$ cat src/rtl/matrix_mul_pkg.sv
// Shared types and helpers for the sequential matrix multiplier.
// Saturation bounds are only consumed when MATRIX_MUL_SAT_EN is defined.
package matrix_mul_pkg;

    typedef enum logic [1:0] {
        IDLE = 2'd0,
        RUN  = 2'd1,
        DONE = 2'd2
    } mm_state_t;

    function automatic int acc_w(input int bits, input int width);
        return 2 * bits + $clog2(width) + 1;
    endfunction

    function automatic int cnt_w(input int n);
        return (n > 1) ? $clog2(n) : 1;
    endfunction

    function automatic longint sat_smax(input int bits);
        return (64'sd1 <<< (2 * bits - 1)) - 64'sd1;
    endfunction

    function automatic longint sat_smin(input int bits);
        return -(64'sd1 <<< (2 * bits - 1));
    endfunction

    function automatic longint sat_umax(input int bits);
        return (64'sd1 <<< (2 * bits)) - 64'sd1;
    endfunction

endpackage

$ cat src/rtl/matrix_mul_seq_mac.sv
// Shared extend/multiply/accumulate datapath with result formatting.
// MATRIX_MUL_SAT_EN selects saturating output instead of wrap-around truncation.
module matrix_mac_pe
    import matrix_mul_pkg::*;
#(
    parameter int BITS  = 8,
    parameter int WIDTH = 3
) (
    input  logic              clk,
    input  logic              reset,
    input  logic              clr,
    input  logic              mac_en,
    input  logic              last,
    input  logic              is_signed,
    input  logic [BITS-1:0]   a,
    input  logic [BITS-1:0]   b,
    output logic [2*BITS-1:0] res
`ifdef MATRIX_MUL_SAT_EN
    ,
    output logic              clamp
`endif
);

    localparam int ACC_W = acc_w(BITS, WIDTH);

    logic [ACC_W-1:0] acc_r;
    logic [ACC_W-1:0] ext_a_s;
    logic [ACC_W-1:0] ext_b_s;
    logic [ACC_W-1:0] prod_s;
    logic [ACC_W-1:0] sum_s;

    // Low ACC_W bits of the product are exact in both modes, so one unsigned multiply serves both.
    assign ext_a_s = is_signed ? {{(ACC_W-BITS){a[BITS-1]}}, a} : {{(ACC_W-BITS){1'b0}}, a};
    assign ext_b_s = is_signed ? {{(ACC_W-BITS){b[BITS-1]}}, b} : {{(ACC_W-BITS){1'b0}}, b};
    assign prod_s  = ext_a_s * ext_b_s;
    assign sum_s   = acc_r + prod_s;

    // Accumulator: restarts on job start and after each finished element.
    always_ff @(posedge clk or posedge reset) begin
        if (reset) begin
            acc_r <= '0;
        end else if (clr) begin
            acc_r <= '0;
        end else if (mac_en) begin
            acc_r <= last ? '0 : sum_s;
        end else begin
            acc_r <= acc_r;
        end
    end

`ifdef MATRIX_MUL_SAT_EN
    localparam longint SMAX_L = sat_smax(BITS);
    localparam longint SMIN_L = sat_smin(BITS);
    localparam longint UMAX_L = sat_umax(BITS);
    localparam logic [ACC_W-1:0] SMAX_C = SMAX_L[ACC_W-1:0];
    localparam logic [ACC_W-1:0] SMIN_C = SMIN_L[ACC_W-1:0];
    localparam logic [ACC_W-1:0] UMAX_C = UMAX_L[ACC_W-1:0];

    // Clamp to the result range; unsigned sums never reach the accumulator sign bit.
    always_comb begin
        res   = sum_s[2*BITS-1:0];
        clamp = 1'b0;
        if (is_signed) begin
            if ($signed(sum_s) > $signed(SMAX_C)) begin
                res   = SMAX_C[2*BITS-1:0];
                clamp = 1'b1;
            end else if ($signed(sum_s) < $signed(SMIN_C)) begin
                res   = SMIN_C[2*BITS-1:0];
                clamp = 1'b1;
            end else begin
                res   = sum_s[2*BITS-1:0];
                clamp = 1'b0;
            end
        end else begin
            if ($signed(sum_s) > $signed(UMAX_C)) begin
                res   = UMAX_C[2*BITS-1:0];
                clamp = 1'b1;
            end else begin
                res   = sum_s[2*BITS-1:0];
                clamp = 1'b0;
            end
        end
    end
`else
    assign res = sum_s[2*BITS-1:0];
`endif

endmodule

$ cat src/rtl/matrix_mul_seq.sv
// Sequential matrix multiplier O = A x B using one shared MAC; start/busy/done handshake.
// Define MATRIX_MUL_SAT_EN for saturating results and the sticky o_sat flag.
module matrix_mul_seq
    import matrix_mul_pkg::*;
#(
    parameter int BITS     = 8,
    parameter int WIDTH    = 3,
    parameter int HEIGHT_A = 2,
    parameter int WIDTH_B  = 3
) (
    input  logic                                           clk,
    input  logic                                           reset,
    input  logic                                           i_start,
    input  logic                                           i_signed,
    input  logic [HEIGHT_A-1:0][WIDTH-1:0][BITS-1:0]       i_array_a,
    input  logic [WIDTH-1:0][WIDTH_B-1:0][BITS-1:0]        i_array_b,
    output logic                                           o_busy,
    output logic                                           o_done,
    output logic [HEIGHT_A-1:0][WIDTH_B-1:0][2*BITS-1:0]   o_array_res
`ifdef MATRIX_MUL_SAT_EN
    ,
    output logic                                           o_sat
`endif
);

    localparam int RW = cnt_w(HEIGHT_A);
    localparam int CW = cnt_w(WIDTH_B);
    localparam int KW = cnt_w(WIDTH);

    mm_state_t                                   state_r;
    logic [RW-1:0]                               r_r;
    logic [CW-1:0]                               c_r;
    logic [KW-1:0]                               k_r;
    logic [HEIGHT_A-1:0][WIDTH-1:0][BITS-1:0]    a_r;
    logic [WIDTH-1:0][WIDTH_B-1:0][BITS-1:0]     b_r;
    logic                                        signed_r;
    logic                                        accept_s;
    logic                                        run_s;
    logic                                        k_last_s;
    logic                                        c_last_s;
    logic                                        r_last_s;
    logic [2*BITS-1:0]                           res_s;
`ifdef MATRIX_MUL_SAT_EN
    logic                                        clamp_s;
`endif

    // DONE doubles as the re-arm slot, so held starts repeat every N+1 cycles.
    assign accept_s = i_start && ((state_r == IDLE) || (state_r == DONE));
    assign run_s    = (state_r == RUN);
    assign k_last_s = (k_r == KW'(WIDTH - 1));
    assign c_last_s = (c_r == CW'(WIDTH_B - 1));
    assign r_last_s = (r_r == RW'(HEIGHT_A - 1));

    matrix_mac_pe #(
        .BITS  (BITS),
        .WIDTH (WIDTH)
    ) u_mac (
        .clk       (clk),
        .reset     (reset),
        .clr       (accept_s),
        .mac_en    (run_s),
        .last      (k_last_s),
        .is_signed (signed_r),
        .a         (a_r[r_r][k_r]),
        .b         (b_r[k_r][c_r]),
        .res       (res_s)
`ifdef MATRIX_MUL_SAT_EN
        ,
        .clamp     (clamp_s)
`endif
    );

    // Job FSM: operand capture, row-major element walk and result writeback.
    always_ff @(posedge clk or posedge reset) begin
        if (reset) begin
            state_r     <= IDLE;
            r_r         <= '0;
            c_r         <= '0;
            k_r         <= '0;
            a_r         <= '0;
            b_r         <= '0;
            signed_r    <= 1'b0;
            o_busy      <= 1'b0;
            o_done      <= 1'b0;
            o_array_res <= '0;
`ifdef MATRIX_MUL_SAT_EN
            o_sat       <= 1'b0;
`endif
        end else if (accept_s) begin
            state_r     <= RUN;
            r_r         <= '0;
            c_r         <= '0;
            k_r         <= '0;
            a_r         <= i_array_a;
            b_r         <= i_array_b;
            signed_r    <= i_signed;
            o_busy      <= 1'b1;
            o_done      <= 1'b0;
            o_array_res <= '0;
`ifdef MATRIX_MUL_SAT_EN
            o_sat       <= 1'b0;
`endif
        end else begin
            case (state_r)
                RUN: begin
                    if (k_last_s) begin
                        o_array_res[r_r][c_r] <= res_s;
`ifdef MATRIX_MUL_SAT_EN
                        o_sat <= o_sat | clamp_s;
`endif
                        k_r <= '0;
                        if (c_last_s) begin
                            c_r <= '0;
                            if (r_last_s) begin
                                r_r     <= '0;
                                state_r <= DONE;
                                o_busy  <= 1'b0;
                                o_done  <= 1'b1;
                            end else begin
                                r_r <= r_r + RW'(32'd1);
                            end
                        end else begin
                            c_r <= c_r + CW'(32'd1);
                        end
                    end else begin
                        k_r <= k_r + KW'(32'd1);
                    end
                end
                DONE: begin
                    state_r <= IDLE;
                    o_done  <= 1'b0;
                end
                IDLE: begin
                    o_busy <= 1'b0;
                    o_done <= 1'b0;
                end
                default: begin
                    state_r <= IDLE;
                    o_busy  <= 1'b0;
                    o_done  <= 1'b0;
                end
            endcase
        end
    end

endmodule

$ cat config.mk
export PLATFORM = sky130hd
export DESIGN_NAME = matrix_mul_seq
export DESIGN_NICKNAME = d
export VERILOG_FILES = /design/src/rtl/matrix_mul_pkg.sv /design/src/rtl/matrix_mul_seq_mac.sv /design/src/rtl/matrix_mul_seq.sv
export SDC_FILE = /design/constraint.sdc
export NUM_CORES = 1
export LEC_CHECK = 0
export BUFFER_PORTS_ARGS = -buffer_cell sky130_fd_sc_hd__buf_4
export CORE_MARGIN = 5
export CORE_UTILIZATION = 50
export CTS_BUF_LIST = sky130_fd_sc_hd__clkbuf_8 sky130_fd_sc_hd__clkbuf_16
export DETAILED_ROUTE_END_ITERATION = 7
export GPL_TIMING_DRIVEN = 0
export PLACE_DENSITY = 0.76
export RECOVER_POWER = 100
export SYNTH_ARGS = -nofsm -noshare
export SYNTH_HDL_FRONTEND = slang
export SYNTH_HIERARCHICAL = 1
export SYNTH_SLANG_ARGS = --single-unit
$ cat constraint.sdc
create_clock -name clk -period 9.4 [get_ports clk]
set_clock_uncertainty 0.1 [all_clocks]
set_input_delay 0.94 -clock clk [delete_from_list [all_inputs] [get_ports clk]]
set_output_delay 0.94 -clock clk [all_outputs]
set_load 0.03 [all_outputs]
# Word-level counts from Yosys, hierarchy flattened
# Index checks and enable logic that the tools add are counted.
[totals]
reg_bits = 245
in_bits = 124
output_inout_bits = 98
elab_cells = 109
[op_classes]
n_addsub = 4
n_mul = 1
magnitude_cmp = 5
eq_ne = 9
mux = 48
n_reduce_logical = 13
[ops]
columns = ["cell", "n"]
rows = [
  ["96-bit 2-to-1 mux", 3],
  ["96-bit bitwise mux", 1],
  ["19-bit 2-to-1 mux", 5],
  ["24-bit 2-to-1 mux", 3],
  ["24-bit binary-select mux with 2-bit select", 1],
  ["48-bit demux with 1-bit select", 1],
  ["48-bit 2-to-1 mux", 1],
  ["8-bit binary-select mux with 2-bit select", 2],
  ["16-bit demux with 2-bit select", 1],
  ["2-bit 2-to-1 mux", 11],
  ["19-bit adder", 1],
  ["19-bit by 19-bit multiplier with 19-bit output", 1],
  ["16-bit 2-to-1 mux", 1],
  ["8-bit 2-to-1 mux", 2],
  ["1-bit 2-to-1 mux", 14],
  ["4-bit AND reduction", 2],
  ["2-bit equality test, second input constant", 3],
  ["2-bit by 3-bit less-than comparator with 1-bit output, second input constant", 2],
  ["3-bit by 2-bit != test with 1-bit output, second input constant", 2],
  ["3-bit AND reduction", 2],
  ["2-bit nonzero test", 3],
  ["2-bit by 1-bit adder with 2-bit output, second input constant", 2],
  ["2-bit != test, second input constant", 2],
  ["2-bit case mux with 2 select lines", 1],
  ["other kinds (11)", 13],
]

# Depth between registers and ports, before layout
[logic_depth]
depth_word = 11
depth_mapped = 31
mapped_depth_nobuf = 27

# Cells and area by module
# Netlist, hierarchy kept.
[by_module_without_submodules]
columns = ["mod", "n_inst", "cells_per_inst", "area_per_inst_um2", "seq_area_each_um2"]
rows = [
  ["matrix_mul_seq", 1, 1134, 10486.3, 5655.4],
  ["matrix_mac_pe", 1, 474, 4578.1, 400.4],
]

# Least setup slack after synthesis
# OpenSTA, ideal clock, no wires.
[synth_path]
path_type = "reg2reg"
start = "reg k_r[0]"
end = "reg o_array_res[30] in the netlist's numbering"
setup_time_ns = 0.079
arrival_time_ns = 7.346
required_time_ns = 9.221
setup_slack_ns = 1.876
path_stages_with_launch = 31
n_path_buf = 4
synth_period_minus_slack_ns = 7.524
path_cell_list = "dfrtp_1 > buf_4 > inv_1 > buf_2 > buf_1 > a221oi_1 > nor2_1 > clkbuf_1 > and2_1 > nand2_1 > fa_1 > inv_1 > fa_1 > inv_1 > fa_1 > inv_1 > fa_1 > inv_1 > fa_1 > inv_1 > fa_1 > inv_1 > fa_1 > inv_1 > ha_1 > a21oi_1 > a21boi_0 > o21ai_0 > xor2_1 > nand4_1 > a21oi_1"
[synth_between]
elab_chain_cells = 11
elab_cells_between_ends = 17
cone_classes = "add/sub: 1; mul: 1; eq/ne: 1; mux: 12; reduce/logical: 2"
[synth_lines]
columns = ["element", "line", "source"]
rows = [
  ["start: declaration", "matrix_mul_seq.sv:33", "logic [KW-1:0] k_r;"],
  ["start signal: assignment", "matrix_mul_seq.sv:126", "k_r <= k_r + KW'(32'd1);"],
  ["24-bit binary-select mux with 2-bit select", "matrix_mul_seq.sv:65", ".b (b_r[k_r][c_r]),"],
  ["24-bit 2-to-1 mux (not written as such)", "matrix_mul_seq.sv:65", ""],
  ["8-bit binary-select mux with 2-bit select", "matrix_mul_seq.sv:65", ""],
  ["8-bit 2-to-1 mux (not written as such)", "matrix_mul_seq.sv:65", ""],
  ["19-bit 2-to-1 mux", "matrix_mul_seq_mac.sv:34", "assign ext_b_s = is_signed ? {{(ACC_W-BITS){b[BITS-1]}}, b} : {{(ACC_W-BITS){1'b0}}, b};"],
  ["19-bit by 19-bit multiplier with 19-bit output *", "matrix_mul_seq_mac.sv:35", "assign prod_s = ext_a_s * ext_b_s;"],
  ["19-bit adder *", "matrix_mul_seq_mac.sv:36", "assign sum_s = acc_r + prod_s;"],
  ["net res_s[14]", "matrix_mul_seq.sv:42", "logic [2*BITS-1:0] res_s;"],
  ["96-bit bitwise mux *", "matrix_mul_seq.sv:107", "o_array_res[r_r][c_r] <= res_s;"],
  ["96-bit 2-to-1 mux *", "matrix_mul_seq.sv:106", "if (k_last_s) begin"],
  ["96-bit 2-to-1 mux *", "matrix_mul_seq.sv:104", "case (state_r)"],
  ["96-bit 2-to-1 mux *", "matrix_mul_seq.sv:89", "end else if (accept_s) begin"],
  ["end signal: indexed assignment", "matrix_mul_seq.sv:107", ""],
  ["end: declaration", "matrix_mul_seq.sv:19", "output logic [HEIGHT_A-1:0][WIDTH_B-1:0][2*BITS-1:0] o_array_res"],
]
# Mark *: on every way through the listed nets, which the timed path passes. The rest lies on a longest branch. The select of a mux whose other input is x is not followed.
# A chain may end at the register's enable or synchronous reset.

# Worst setup path after layout
[layout_path]
start = "reg k_r[0]"
end = "reg o_array_res[78] in the netlist's numbering"
# Same word-level chain as after synthesis.

==> key figures <==
Critical path
  – CP Launch Type: register
  – Critical path class: register to register
  – CP peak stage delay: 0.73 ns
  – Worst R2R Start: k_r[0]
  – Worst Path Arrival: 9.30 ns
  – CP required: 9.75 ns
  – Worst path most repeated cell: inv_1
  – Critical path peak fanout: 10
  – Worst Setup SP: k_r[0]
  – Crit path max-delay family: adder cells
  – CP max-delay cell: fa_1
  – CP Capture Type: register
  – CP Buf/Inv Count: 12

Timing
  – Max-slew headroom: -2.47
  – Final setup violation count: 0
  – Final TNS setup: 0 ns
  – Final slew viol count: 229
  – Hold Fails Final Rpt: 0
  – Final worst-path cycle share: 0.952
  – Min Tclk post-route: 8.95 ns
  – Least-Margin Pin Slew: 5.17 ns
  – Fmax: 0.112 GHz
  – RSZ-0062 raised after global routing: yes

Floorplan
  – Chip Width: 184 um
  – Die area: 33700 sq um
  – Die Y: 184 um
  – Core ar.: 29700 sq um
  – I/O pins: 222
  – Starting Density: 0.507
  – # rows: 63

Clock network
  – Clock slew at reported path FFs: 0.06 ns
  – H-tree depth: 1
  – CTS tree: yes
  – CTS Buf Count: 26
  – Clock Path Buffers: 3
  – # clock sinks: 242
  – Clk root buf: clkbuf_16
  – Clk_lat worst skew: 0.53 ns

Routing
  – Drt first pass iters: 6
  – DRC Markers: 0
  – Drt total wl: 45500 um
  – Vias per inst: 5.85
  – Via count: 13229
  – DRT antenna net count: 0
  – Iter 0 DRT Violations: 1152
  – Drt wl/cell: 20.1 um

Worst hold path
  – Critical hold path startpoint: a_r[26]
  – Min-delay worst type: register to register

Finish
  – Area growth, synth to finish: 17.6%
  – Filler cell count: 2550
  – Most frequent cells in the layout: 389 x nand2_1, 242 x dfrtp_1, 177 x clkbuf_1, 139 x inv_1, 130 x buf_4
  – Layout cell share with drive strength beyond 1: 0.135
  – Most common cell after layout, fill and taps aside: nand2_1
  – Diode count: 0
  – Storage cell area: 6060 sq um
  – NumNets Final: 2131
  – Footprint of the multi-input gates: 8020 sq um

Synth
  – Post-synthesis xor/xnor area fraction: 0.0203
  – Simple-Gate Fraction of Synth Area: 0.178
  – Post-synthesis compound-gate area fraction: 0.132
  – Syn. warnings: 6
  – Synth Instances: 1608
  – Synth Cell Area: 15100 sq um
  – Sequential fraction of the synthesis area: 0.402
  – Avg Cell Area, Syn: 9.37 sq um
  – Synth unique cells: 53
  – Predominant post-synthesis flop cell: dfrtp_1
  – Mux share of post-synthesis cell area: 0.0298
  – Largest family of logic cells by synthesized area: simple AND/OR/NAND/NOR gates
  – Post-synth EDFFs: 0
  – #FFs+latches synth: 242
  – Post-Synth Adder-Cell Area: 0.168
  – Async SR Flop Fraction: 1.00
  – Syn Nets: 1881

Place
  – GPL Wtd Cong: 0.878
  – Count of input and output buffers: 221
  – HPWL after detailed placement: 33700 um

GRT
  – GR Overflow Total: 0
  – Vias in the first global route: 13624
  – First-pass GRT wire length: 72100 um
  – GRT Total Usage: 0.266
  – Initial antenna violation count: 1
  – Largest net degree at the start of global routing: 116

Job
  – MaxCap Viol Count: 2

Status
  – Violated checks: capacitance limit, slew limit
  – Status: finished with violations
## tightest hold or removal path, stage by stage, from the launching register on
cell and delay [ns]:
dfrtp_1 0.33, nand2_1 0.05, nand2_1 0.06
## final timing paths
kind                              endpoint  slack (ns)  cells after the start
max                        o_array_res[78]        0.45                     30
min                                a_r[26]        0.37                      2
max reg2reg                o_array_res[78]        0.45                     30
min reg2reg                        a_r[26]        0.37                      2
max in group asynchronous          b_r[44]        2.96                      3
min in group asynchronous  u_mac/acc_r[13]        0.38                      2
## synthesized netlist by cell type, types with 11 or more instances
master    count  area, sq um
a21oi_1     115          576
a221oi_1     23          201
a22o_1       16          140
a22oi_1      14          105
and2_1       47          294
buf_1        13         48.8
buf_2        33          165
clkbuf_1     69          259
dfrtp_1     242         6060
fa_1         88         1760
ha_1         61          763
inv_1       132          495
mux2_2       38          428
nand2_1     389         1460
nand4_1      97          607
nor2_1       11         41.3
o31ai_1      98          736
xnor2_1      29          254
## registers in the layout (all words and copies together), names as in the netlist
name	flops
u_mac/acc_r	16
c_r	2
a_r	48
o_busy	1
o_done	1
o_array_res	96
state_r	2
r_last_s	1
b_r	72
k_r	2
signed_r	1
## per-layer routing
metal,global-route usage,vias up,part of all wire
met5,0,-,0.00024
met4,0.0912,2,0.042
met2,0.434,653,0.48
met3,0.0467,136,0.081
li1,-,5947,-
met1,0.361,6491,0.40
## metrics by stage
step / setup slack [ns] / area [sq um] / utilization / cells / hold slack, ns
2_1_floorplan: 1.88 / 15100 / - / 1608 / 0.338
3_3_place_gp: -0.239 / 17200 / 0.579 / 2219 / 0.353
3_5_place_dp: 0.228 / 17200 / 0.580 / 2220 / 0.359
4_1_cts: 0.182 / 18100 / 0.608 / 2263 / 0.375
5_1_grt: -0.120 / 17700 / 0.596 / 2263 / 0.398
6_report: 0.455 / 17700 / 0.596 / 2263 / 0.373
## area by class of cell
cell class,instances,share of cell area
Clock inverter,9,0.00247
Inverter,135,0.0287
Clock buffer,34,0.0436
Buffer,125,0.0304
Tap cell,390,0.0276
Multi-Input combinational cell,1106,0.453
Sequential cell,242,0.342
Timing Repair Buffer,222,0.0728
## kinds of logic (layout without fill, tap and decap cells)
family / count (synthesis) / after routing
and+or+nand+nor: 585 / 585
AOI/OAI and AO/OA: 297 / 297
buffers and inverters: 260 / 525
DFF: 242 / 242
adders and majority gates: 149 / 149
muxes: 40 / 40
xor gates and xnor gates: 35 / 35
## repair_timing
action	CTS	global route
setup buffers	0	0
gates resized for setup	0	6
hold buffers	0	0
endpoints found under the setup margin	0	29
Power is left out: the tool's default activity adds up to more than one toggle a clock period on the data nets, which glitch-free logic cannot reach.
